--- src/rtl/lpf1s_comp_if.sv ---
// Sample stream, coefficient write port and status flag of the LPF1s compensator.
interface lpf1s_comp_if #(
  parameter int DW = 16,
  parameter int CW = 18
);
  logic                 in_valid;
  logic                 in_ready;
  logic signed [DW-1:0] in_data;
  logic                 out_valid;
  logic                 out_ready;
  logic signed [DW-1:0] out_data;
  logic                 coef_wr;
  logic [1:0]           coef_sel;
  logic signed [CW-1:0] coef_data;
  logic                 clr;
  logic                 sat;

  // Producer/controller side (sample source, sink and coefficient host).
  modport master (
    output in_valid, in_data, out_ready, coef_wr, coef_sel, coef_data, clr,
    input  in_ready, out_valid, out_data, sat
  );

  // Compensator side.
  modport slave (
    input  in_valid, in_data, out_ready, coef_wr, coef_sel, coef_data, clr,
    output in_ready, out_valid, out_data, sat
  );
endinterface

--- src/rtl/lpf1s_comp.sv ---
// First-order pole/zero compensator: y[n] = round(C0*x[n] + C1*x[n-1] - C2*y[n-1]) >> FRAC,
// saturated to DW bits. One sample every four clocks: accept, multiply, accumulate, output.
module lpf1s_comp #(
  parameter int DW      = 16,
  parameter int CW      = 18,
  parameter int FRAC    = 16,
  parameter int C0_INIT = 65536,
  parameter int C1_INIT = 0,
  parameter int C2_INIT = 0
) (
  input  logic          clk,
  input  logic          rst_n,
  lpf1s_comp_if.slave   bus
);

  localparam int PW = CW + DW;
  localparam int AW = PW + 2;

  localparam logic signed [AW-1:0] RND  = {{(AW-FRAC){1'b0}}, 1'b1, {(FRAC-1){1'b0}}};
  localparam logic signed [AW-1:0] YMAX = {{(AW-DW+1){1'b0}}, {(DW-1){1'b1}}};
  localparam logic signed [AW-1:0] YMIN = {{(AW-DW+1){1'b1}}, {(DW-1){1'b0}}};

  typedef enum logic [1:0] {S_IDLE, S_MUL, S_ACC, S_OUT} state_t;

  state_t state_q, state_d;

  logic signed [DW-1:0] x_q, x_d;
  logic signed [DW-1:0] x1_q, x1_d;
  logic signed [DW-1:0] y1_q, y1_d;
  logic signed [DW-1:0] out_data_q, out_data_d;
  logic                 sat_q, sat_d;

  logic signed [CW-1:0] c0s_q, c0s_d, c1s_q, c1s_d, c2s_q, c2s_d;
  logic signed [CW-1:0] c0a_q, c0a_d, c1a_q, c1a_d, c2a_q, c2a_d;

  logic signed [PW-1:0] p0_q, p0_d, p1_q, p1_d, p2_q, p2_d;

  logic                 accept;
  logic signed [AW-1:0] acc_sum;
  logic signed [AW-1:0] y_rnd;
  logic signed [DW-1:0] y_sat;
  logic                 y_clip;

  // Full-precision signed product; both operands are sign-extended first.
  function automatic logic signed [PW-1:0] mul(input logic signed [CW-1:0] c,
                                               input logic signed [DW-1:0] d);
    return PW'(c) * PW'(d);
  endfunction

  // Round half toward +inf, then drop the fractional bits.
  function automatic logic signed [AW-1:0] round_shift(input logic signed [AW-1:0] a);
    return (a + RND) >>> FRAC;
  endfunction

  // Clamp to the representable output range.
  function automatic logic signed [DW-1:0] saturate(input logic signed [AW-1:0] v);
    if (v > YMAX)      return {1'b0, {(DW-1){1'b1}}};
    else if (v < YMIN) return {1'b1, {(DW-1){1'b0}}};
    else               return v[DW-1:0];
  endfunction

  // True when saturate() would have to clamp.
  function automatic logic clips(input logic signed [AW-1:0] v);
    return (v > YMAX) || (v < YMIN);
  endfunction

  // CLR takes priority over a pending sample while idle.
  assign accept = (state_q == S_IDLE) && bus.in_valid && !bus.clr;

  // State register; control and the filter state visible through the ports reset together.
  always_ff @(posedge clk or negedge rst_n) begin
    if (!rst_n) begin
      state_q    <= S_IDLE;
      out_data_q <= '0;
      sat_q      <= 1'b0;
      x1_q       <= '0;
      y1_q       <= '0;
      c0s_q      <= CW'(C0_INIT);
      c1s_q      <= CW'(C1_INIT);
      c2s_q      <= CW'(C2_INIT);
      c0a_q      <= CW'(C0_INIT);
      c1a_q      <= CW'(C1_INIT);
      c2a_q      <= CW'(C2_INIT);
    end else begin
      state_q    <= state_d;
      out_data_q <= out_data_d;
      sat_q      <= sat_d;
      x1_q       <= x1_d;
      y1_q       <= y1_d;
      c0s_q      <= c0s_d;
      c1s_q      <= c1s_d;
      c2s_q      <= c2s_d;
      c0a_q      <= c0a_d;
      c1a_q      <= c1a_d;
      c2a_q      <= c2a_d;
    end
  end

  // In-flight sample and products; always written before use, so no reset needed.
  always_ff @(posedge clk) begin
    x_q  <= x_d;
    p0_q <= p0_d;
    p1_q <= p1_d;
    p2_q <= p2_d;
  end

  // Next-state logic: accept -> multiply -> accumulate -> hold until downstream takes it.
  always_comb begin
    state_d = state_q;
    unique case (state_q)
      S_IDLE:  if (accept) state_d = S_MUL;
      S_MUL:   state_d = S_ACC;
      S_ACC:   state_d = S_OUT;
      S_OUT:   if (bus.out_ready) state_d = S_IDLE;
      default: state_d = S_IDLE;
    endcase
  end

  // Datapath next values: capture, multiply, accumulate/round/saturate, filter state and coefficients.
  always_comb begin
    x_d        = x_q;
    x1_d       = x1_q;
    y1_d       = y1_q;
    out_data_d = out_data_q;
    sat_d      = sat_q;
    c0s_d      = c0s_q;
    c1s_d      = c1s_q;
    c2s_d      = c2s_q;
    c0a_d      = c0a_q;
    c1a_d      = c1a_q;
    c2a_d      = c2a_q;
    p0_d       = p0_q;
    p1_d       = p1_q;
    p2_d       = p2_q;

    acc_sum = AW'(p0_q) + AW'(p1_q) - AW'(p2_q);
    y_rnd   = round_shift(acc_sum);
    y_sat   = saturate(y_rnd);
    y_clip  = clips(y_rnd);

    // Shadow writes land in any state; reserved select is dropped.
    if (bus.coef_wr) begin
      unique case (bus.coef_sel)
        2'd0:    c0s_d = bus.coef_data;
        2'd1:    c1s_d = bus.coef_data;
        2'd2:    c2s_d = bus.coef_data;
        default: ;
      endcase
    end

    // Stage p0: capture the sample and freeze the coefficient set for its whole flight.
    if (accept) begin
      x_d   = bus.in_data;
      c0a_d = c0s_q;
      c1a_d = c1s_q;
      c2a_d = c2s_q;
    end

    // Stage p1: register the three products.
    if (state_q == S_MUL) begin
      p0_d = mul(c0a_q, x_q);
      p1_d = mul(c1a_q, x1_q);
      p2_d = mul(c2a_q, y1_q);
    end

    // Stage p2: publish the result and advance the recursion with the clamped value.
    if (state_q == S_ACC) begin
      out_data_d = y_sat;
      y1_d       = y_sat;
      x1_d       = x_q;
      sat_d      = sat_q | y_clip;
    end

    if ((state_q == S_IDLE) && bus.clr) begin
      x1_d  = '0;
      y1_d  = '0;
      sat_d = 1'b0;
    end
  end

  // Handshake outputs decode directly from the state.
  always_comb begin
    bus.in_ready  = (state_q == S_IDLE);
    bus.out_valid = (state_q == S_OUT);
    bus.out_data  = out_data_q;
    bus.sat       = sat_q;
  end

endmodule
--- src/flat_wrapper.sv ---
// flat-port wrapper written by rule: the top's interface ports become plain ports
module lpf1s_comp_flat 
#(
  parameter int DW      = 16,
  parameter int CW      = 18,
  parameter int FRAC    = 16,
  parameter int C0_INIT = 65536,
  parameter int C1_INIT = 0,
  parameter int C2_INIT = 0
)
  (clk, rst_n, bus_in_valid, bus_in_data, bus_out_ready, bus_coef_wr, bus_coef_sel, bus_coef_data, bus_clr, bus_in_ready, bus_out_valid, bus_out_data, bus_sat);
  lpf1s_comp_if #(.DW(DW), .CW(CW)) bus_i ();
  input  logic clk;
  input  logic rst_n;
  input wire logic [$bits(bus_i.in_valid)-1:0] bus_in_valid;
  input wire logic [$bits(bus_i.in_data)-1:0] bus_in_data;
  input wire logic [$bits(bus_i.out_ready)-1:0] bus_out_ready;
  input wire logic [$bits(bus_i.coef_wr)-1:0] bus_coef_wr;
  input wire logic [$bits(bus_i.coef_sel)-1:0] bus_coef_sel;
  input wire logic [$bits(bus_i.coef_data)-1:0] bus_coef_data;
  input wire logic [$bits(bus_i.clr)-1:0] bus_clr;
  output wire logic [$bits(bus_i.in_ready)-1:0] bus_in_ready;
  output wire logic [$bits(bus_i.out_valid)-1:0] bus_out_valid;
  output wire logic [$bits(bus_i.out_data)-1:0] bus_out_data;
  output wire logic [$bits(bus_i.sat)-1:0] bus_sat;
  assign bus_i.in_valid = bus_in_valid;
  assign bus_i.in_data = bus_in_data;
  assign bus_i.out_ready = bus_out_ready;
  assign bus_i.coef_wr = bus_coef_wr;
  assign bus_i.coef_sel = bus_coef_sel;
  assign bus_i.coef_data = bus_coef_data;
  assign bus_i.clr = bus_clr;
  assign bus_in_ready = bus_i.in_ready;
  assign bus_out_valid = bus_i.out_valid;
  assign bus_out_data = bus_i.out_data;
  assign bus_sat = bus_i.sat;
  lpf1s_comp #(.DW(DW), .CW(CW), .FRAC(FRAC), .C0_INIT(C0_INIT), .C1_INIT(C1_INIT), .C2_INIT(C2_INIT)) u_core (.clk(clk), .rst_n(rst_n), .bus(bus_i));
endmodule
--- config.mk ---
export PLATFORM = sky130hd
export DESIGN_NAME = lpf1s_comp_flat
export DESIGN_NICKNAME = d
export VERILOG_FILES = /design/src/rtl/lpf1s_comp_if.sv /design/src/rtl/lpf1s_comp.sv /design/src/flat_wrapper.sv
export SDC_FILE = /design/constraint.sdc
export NUM_CORES = 2
export LEC_CHECK = 0
export BUFFER_PORTS_ARGS = -buffer_cell sky130_fd_sc_hd__buf_4
export CAP_MARGIN = 20
export CORE_MARGIN = 2
export CORE_UTILIZATION = 60
export DETAILED_ROUTE_END_ITERATION = 6
export GPL_TIMING_DRIVEN = 0
export PLACE_DENSITY = 0.83
export RECOVER_POWER = 100
export REMOVE_ABC_BUFFERS = 1
export SKIP_LAST_GASP = 1
export SYNTH_ARGS = -nofsm -noshare
export SYNTH_HDL_FRONTEND = slang
export SYNTH_SLANG_ARGS = --single-unit
--- constraint.sdc ---
create_clock -name clk -period 12.93 [get_ports clk]
set_clock_uncertainty 0.1 [all_clocks]
set_input_delay 2.586 -clock clk [delete_from_list [all_inputs] [get_ports clk]]
set_output_delay 2.586 -clock clk [all_outputs]
set_load 0.1 [all_outputs]
## Word-level counts from Yosys, hierarchy flattened

Index checks and enable logic that the tools add are counted.
W data, S select, Z words.

- Output and inout port bits: 19
- Register bits: 277
- Input port bits: 42
- Logic and storage cells: 54

- Multiply operators: 3
- Order comparisons: 2
- Mux-type cells: 11
- Reduce and logical (&&, ||, !) cells: 12
- Bitwise logic cells: 1
- Equal/unequal tests: 7
- $add $sub $neg: 3

Operators with widths:

| cell | count |
|---|---|
| $mul A18 B16 Y34 | 3 |
| $mux W16 | 6 |
| $add A36 B17 Y36 const B | 1 |
| $sub A35 B34 Y36 | 1 |
| $add A34 B34 Y35 | 1 |
| $gt A20 B16 Y1 const B | 1 |
| $lt A20 B16 Y1 const B | 1 |
| $pmux W2 S4 | 1 |
| $reduce_and A2 Y1 | 4 |
| $eq A2 B2 Y1 const B | 3 |
| $eq A2 B1 Y1 const B | 2 |
| $logic_not A2 Y1 | 2 |
| $mux W2 | 2 |
| $logic_and A1 B1 Y1 | 3 |
| $mux W1 | 2 |
| $ne A2 B1 Y1 const B | 1 |
| $ne A2 B2 Y1 const B | 1 |
| $reduce_bool A2 Y1 | 1 |
| $logic_not A1 Y1 | 1 |
| $logic_or A1 B1 Y1 | 1 |
| $or A1 B1 Y1 | 1 |

## Depth between registers and ports, before layout

- Word-level depth: 8
- Depth in mapped cells: 25

## Worst setup path after synthesis

Ideal clock, no wire load.

- Kind: register to register
- From: register u_core.x1_q[7]
- To: register u_core.p1_q[29] (data pin)
- Stages on the path, launching flop included: 23
- Period minus slack after synthesis: 6.441 ns
- Slack: 6.489 ns
- Library setup time: 0.262 ns
- Buffers on the path: 2
- Arrival: 6.079 ns
- Cell sequence: dfrtp_1 > clkbuf_1 > clkbuf_1 > nand2_1 > fa_1 > inv_1 > fa_1 > inv_1 > fa_1 > inv_1 > fa_1 > fa_1 > fa_1 > ha_1 > a21oi_1 > o21bai_1 > a211o_1 > a2111o_1 > nand3_1 > a31oi_1 > o41ai_2 > o21bai_1 > xor2_1

- Longest elaborated chain between the ends: 1

Ends and longest elaborated chain:

| item | line | RTL |
|---|---|---|
| start: declaration | lpf1s_comp.sv:28 | `logic signed [DW-1:0] x1_q, x1_d;` |
| start signal: assignment | lpf1s_comp.sv:76 | `x1_q <= '0;` |
| start signal: assignment | lpf1s_comp.sv:88 | `x1_q <= x1_d;` |
| $mul A18 B16 Y34 | lpf1s_comp.sv:47 | `return PW'(c) * PW'(d);` |
| end signal: assignment | lpf1s_comp.sv:103 | `p1_q <= p1_d;` |
| end: declaration | lpf1s_comp.sv:36 | `logic signed [PW-1:0] p0_q, p0_d, p1_q, p1_d, p2_q, p2_d;` |

No other way between the ends.
A chain may end at the register's enable or synchronous reset.

## Worst setup path in the final report

Ends and elaborated chain as after synthesis.

==> metrics.md <==
| Metric | Value |
|---|---|
| H-tree depth | `2` |
| Min cycle time layout | `between 7 and 8 ns` |
| CTS hold repair buffers | `0` |
| First-pass GRT wire length | `between 150 and 200 mm` |
| CP Capture Type | `flop` |
| Most instantiated cells after synthesis | `1,016 x inv_1, 903 x fa_1, 626 x nand2_1` |
| Initial antenna violation count | `4` |
| CP bufs+invs | `3` |
| Detailed Route WL | `around 110 mm` |
| Slowest cell on crit path | `dfrtp_1` |
| Port bufs | `60` |
| Layout cell share with drive strength beyond 1 | `4.39%` |
| Finished Cell Area | `47,300 sq um` |
| Clock buffer depth | `3` |
| Max Transition Viols Final | `about 260` |
| Die height | `~280 microns` |
| First-pass detailed-route iteration total | `5` |
| RSZ-0062 raised after global routing | `no` |
| GPL Wtd Cong | `about 0.90` |
| Most instantiated library cell after synthesis | `inv_1` |
| Die X | `approximately 280 microns` |
| Dpl cell area | `approximately 46,000 sq um` |
| Cells after Synth | `roughly 4,600` |
| Maximum fanout along the worst path | `19` |
| Clock Pin Slew Worst Setup and Hold Paths | `roughly 0.06 ns` |
| Setup tns final | `0 ns` |
| IO Count | `~60` |
| Crit-path cells | `nand2_1, fa_1, inv_1, fa_1, inv_1, fa_1, inv_1, fa_1, fa_1, fa_1, ha_1, a21oi_1, o21bai_1, a211o_1, a2111o_1, nand3_1, a31oi_1, o41ai_1, o21bai_1, xor2_1` |
| Ys flop type | `dfrtp_1` |
| Crit share post-route | `between 50% and 60%` |
| Synth async-reset ratio | `~57%` |
| Starting DRT DRC Count | `about 2,400` |
| Status | `finished with violations` |
| Slew @ Worst Pin | `~3.8 ns` |
| Gr usage total | `between 20% and 30%` |
| Worst-Skew Late Latency | `roughly 0.57 ns` |
| Sink Count | `277` |
| CP Launch Type | `flop` |
| Main area contributors after synthesis | `fa_1 40%, ha_1 9.2%, dfrtp_1 8.7%` |
| Crit path DAT | `roughly 7.9 ns` |
| Fmax | `approximately 130 MHz` |
| Fin util | `~64%` |
| Post-synthesis cell area | `45,100 sq um` |
| R2r setup slk | `between 5 and 6 ns` |
| Sequential area share after synthesis | `16.7%` |
| Syn_area_per_cell | `9.84 sq um` |
| Synth Warn # | `0` |
| Leading area contributor after synthesis | `fa_1` |
| WL/cell | `19.2 microns` |
| Largest net degree at the start of global routing | `97` |
| # nets final | `5,804` |
| Endpoints failing setup | `0` |
| Kind of cell adding the most delay to the critical path | `adder cells` |
| Core ar. | `~74,000 sq um` |
| Detail Route Antenna Nets | `0` |
| Vias per Instance | `between 5 and 6` |
| Inserted Clock Buffers | `35` |
| CTS Root Cell | `clkbuf_16` |
| Post-cts sizing count | `0` |
| # DRC | `0` |
| Die Area | `77,400 sq um` |
| Yosys reg bits | `between 200 and 300` |
| DP HPWL | `about 85 mm` |
| EDFF count, synth | `118` |
| Required time of the critical path | `between 10 and 15 ns` |
| Initial Util | `between 60% and 70%` |
| Post-CTS Setup Repair Bufs | `0` |
| Slowest stage delay, CP | `0.97 ns` |
| Yosys top cell area share | `about two fifths` |
| Final Hold Vio Count | `0` |
| CTS tree | `yes` |
| Vias in the first global route | `about 35,000` |
| Vias | `roughly 32,000` |
| Site row count | `100` |
| Library cells used by synthesis | `89` |
| Area Growth Syn to Fin | `4.81%` |
| Hold crit path type | `reg2reg` |
| Failing checks | `max-capacitance violations, max-slew violations` |
| GRT overflow | `0` |
| Setup Crit Path Kind | `reg2reg` |
| Rel. slew slack | `-151%` |
| Maxcap violations | `7` |
| Critical Path Most Common Cell | `fa_1` |
[final cells by class]
class	instances	area, sq um
Antenna cell	2	5.00
Clock buffer	41	930
Clock inverter	23	228
Fill cell	5686	27200
Inverter	1019	3830
Multi-Input combinational cell	3123	33100
Sequential cell	277	7520
Tap cell	969	1210
Timing Repair Buffer	73	503
[routing by layer]
| metal | GRT usage (%) | wire length (microns) |
|---|---|---|
| met4 | 12.5 | 5310 |
| met3 | 4.84 | 8710 |
| met5 | 0 | 38 |
| met2 | 48.4 | 51800 |
| met1 | 37.3 | 40300 |
[kinds of logic after synthesis]
logic type                 synth area share, %
buffers and inverters                     9.94
adders and majority gates                 49.2
and+or+nand+nor                           14.2
xor gates and xnor gates                  2.33
muxes                                     1.75
DFF                                       16.7
AOI/OAI and AO/OA                         5.83
[worst register-to-register path: cells and delay by family, from the launching register on]
family                     cells  cell delay [ns]
AOI/OAI and AO/OA              7             2.31
xor gates and xnor gates       1             0.18
adders and majority gates      7             3.37
and+or+nand+nor                2             0.38
buffers and inverters          3             0.17
DFF                            1             0.97
[flip-flops by register name (all words and copies together) (netlist names), 18 cells and up]
register / cells
u_core.c2s_q: 18
u_core.p0_q: 34
u_core.c1a_q: 18
u_core.p2_q: 34
u_core.c2a_q: 18
u_core.c1s_q: 18
u_core.p1_q: 34
u_core.c0a_q: 18
u_core.c0s_q: 18
[path summary, 6_finish.rpt]
| kind | start | to | cells after the start |
|---|---|---|---|
| min | u_core.c0s_q[9]$_DFFE_PN0P_ | u_core.c0a_q[9]$_DFFE_PN0P_ | 2 |
| max reg2reg | u_core.x1_q[7]$_DFFE_PN0P_ | u_core.p1_q[29]$_DFFE_PN_ | 20 |
| max | u_core.x1_q[7]$_DFFE_PN0P_ | u_core.p1_q[29]$_DFFE_PN_ | 20 |
| min in group asynchronous | rst_n | u_core.c2a_q[2]$_DFFE_PN0P_ | 1 |
| max in group asynchronous | rst_n | u_core.c1s_q[10]$_DFFE_PN0P_ | 1 |
| min reg2reg | u_core.c0s_q[9]$_DFFE_PN0P_ | u_core.c0a_q[9]$_DFFE_PN0P_ | 2 |
[cells in the final DEF (no fill, tap or decap), types with 20 or more instances in the layout]
cell type	n
a21oi_1	101
nor3_1	20
a31oi_1	21
and2_0	22
nand3_1	20
nor2_1	129
xnor2_1	89
fa_1	903
clkbuf_16	36
ha_1	329
mux2_2	55
clkbuf_1	34
o21ai_0	69
dfrtp_1	157
xor2_1	31
inv_1	1016
buf_4	20
o22ai_2	21
and3_1	22
edfxtp_1	118
o21bai_1	21
and2_1	395
nand2_1	626
nand2b_1	22
a21o_1	47
[stage by stage]
stage               instances  hold slack [ns]  worst slack (ns)
finish                   5527            0.349              5.18
floorplan                4419            0.333              6.74
CTS                      5525            0.352              5.57
global placement         5448            0.339              5.11
detailed placement       5461            0.347              5.63
global route             5525            0.375              4.93
Power is left out: the tool's default activity adds up to more than one toggle a clock period on the data nets, which glitch-free logic cannot reach.
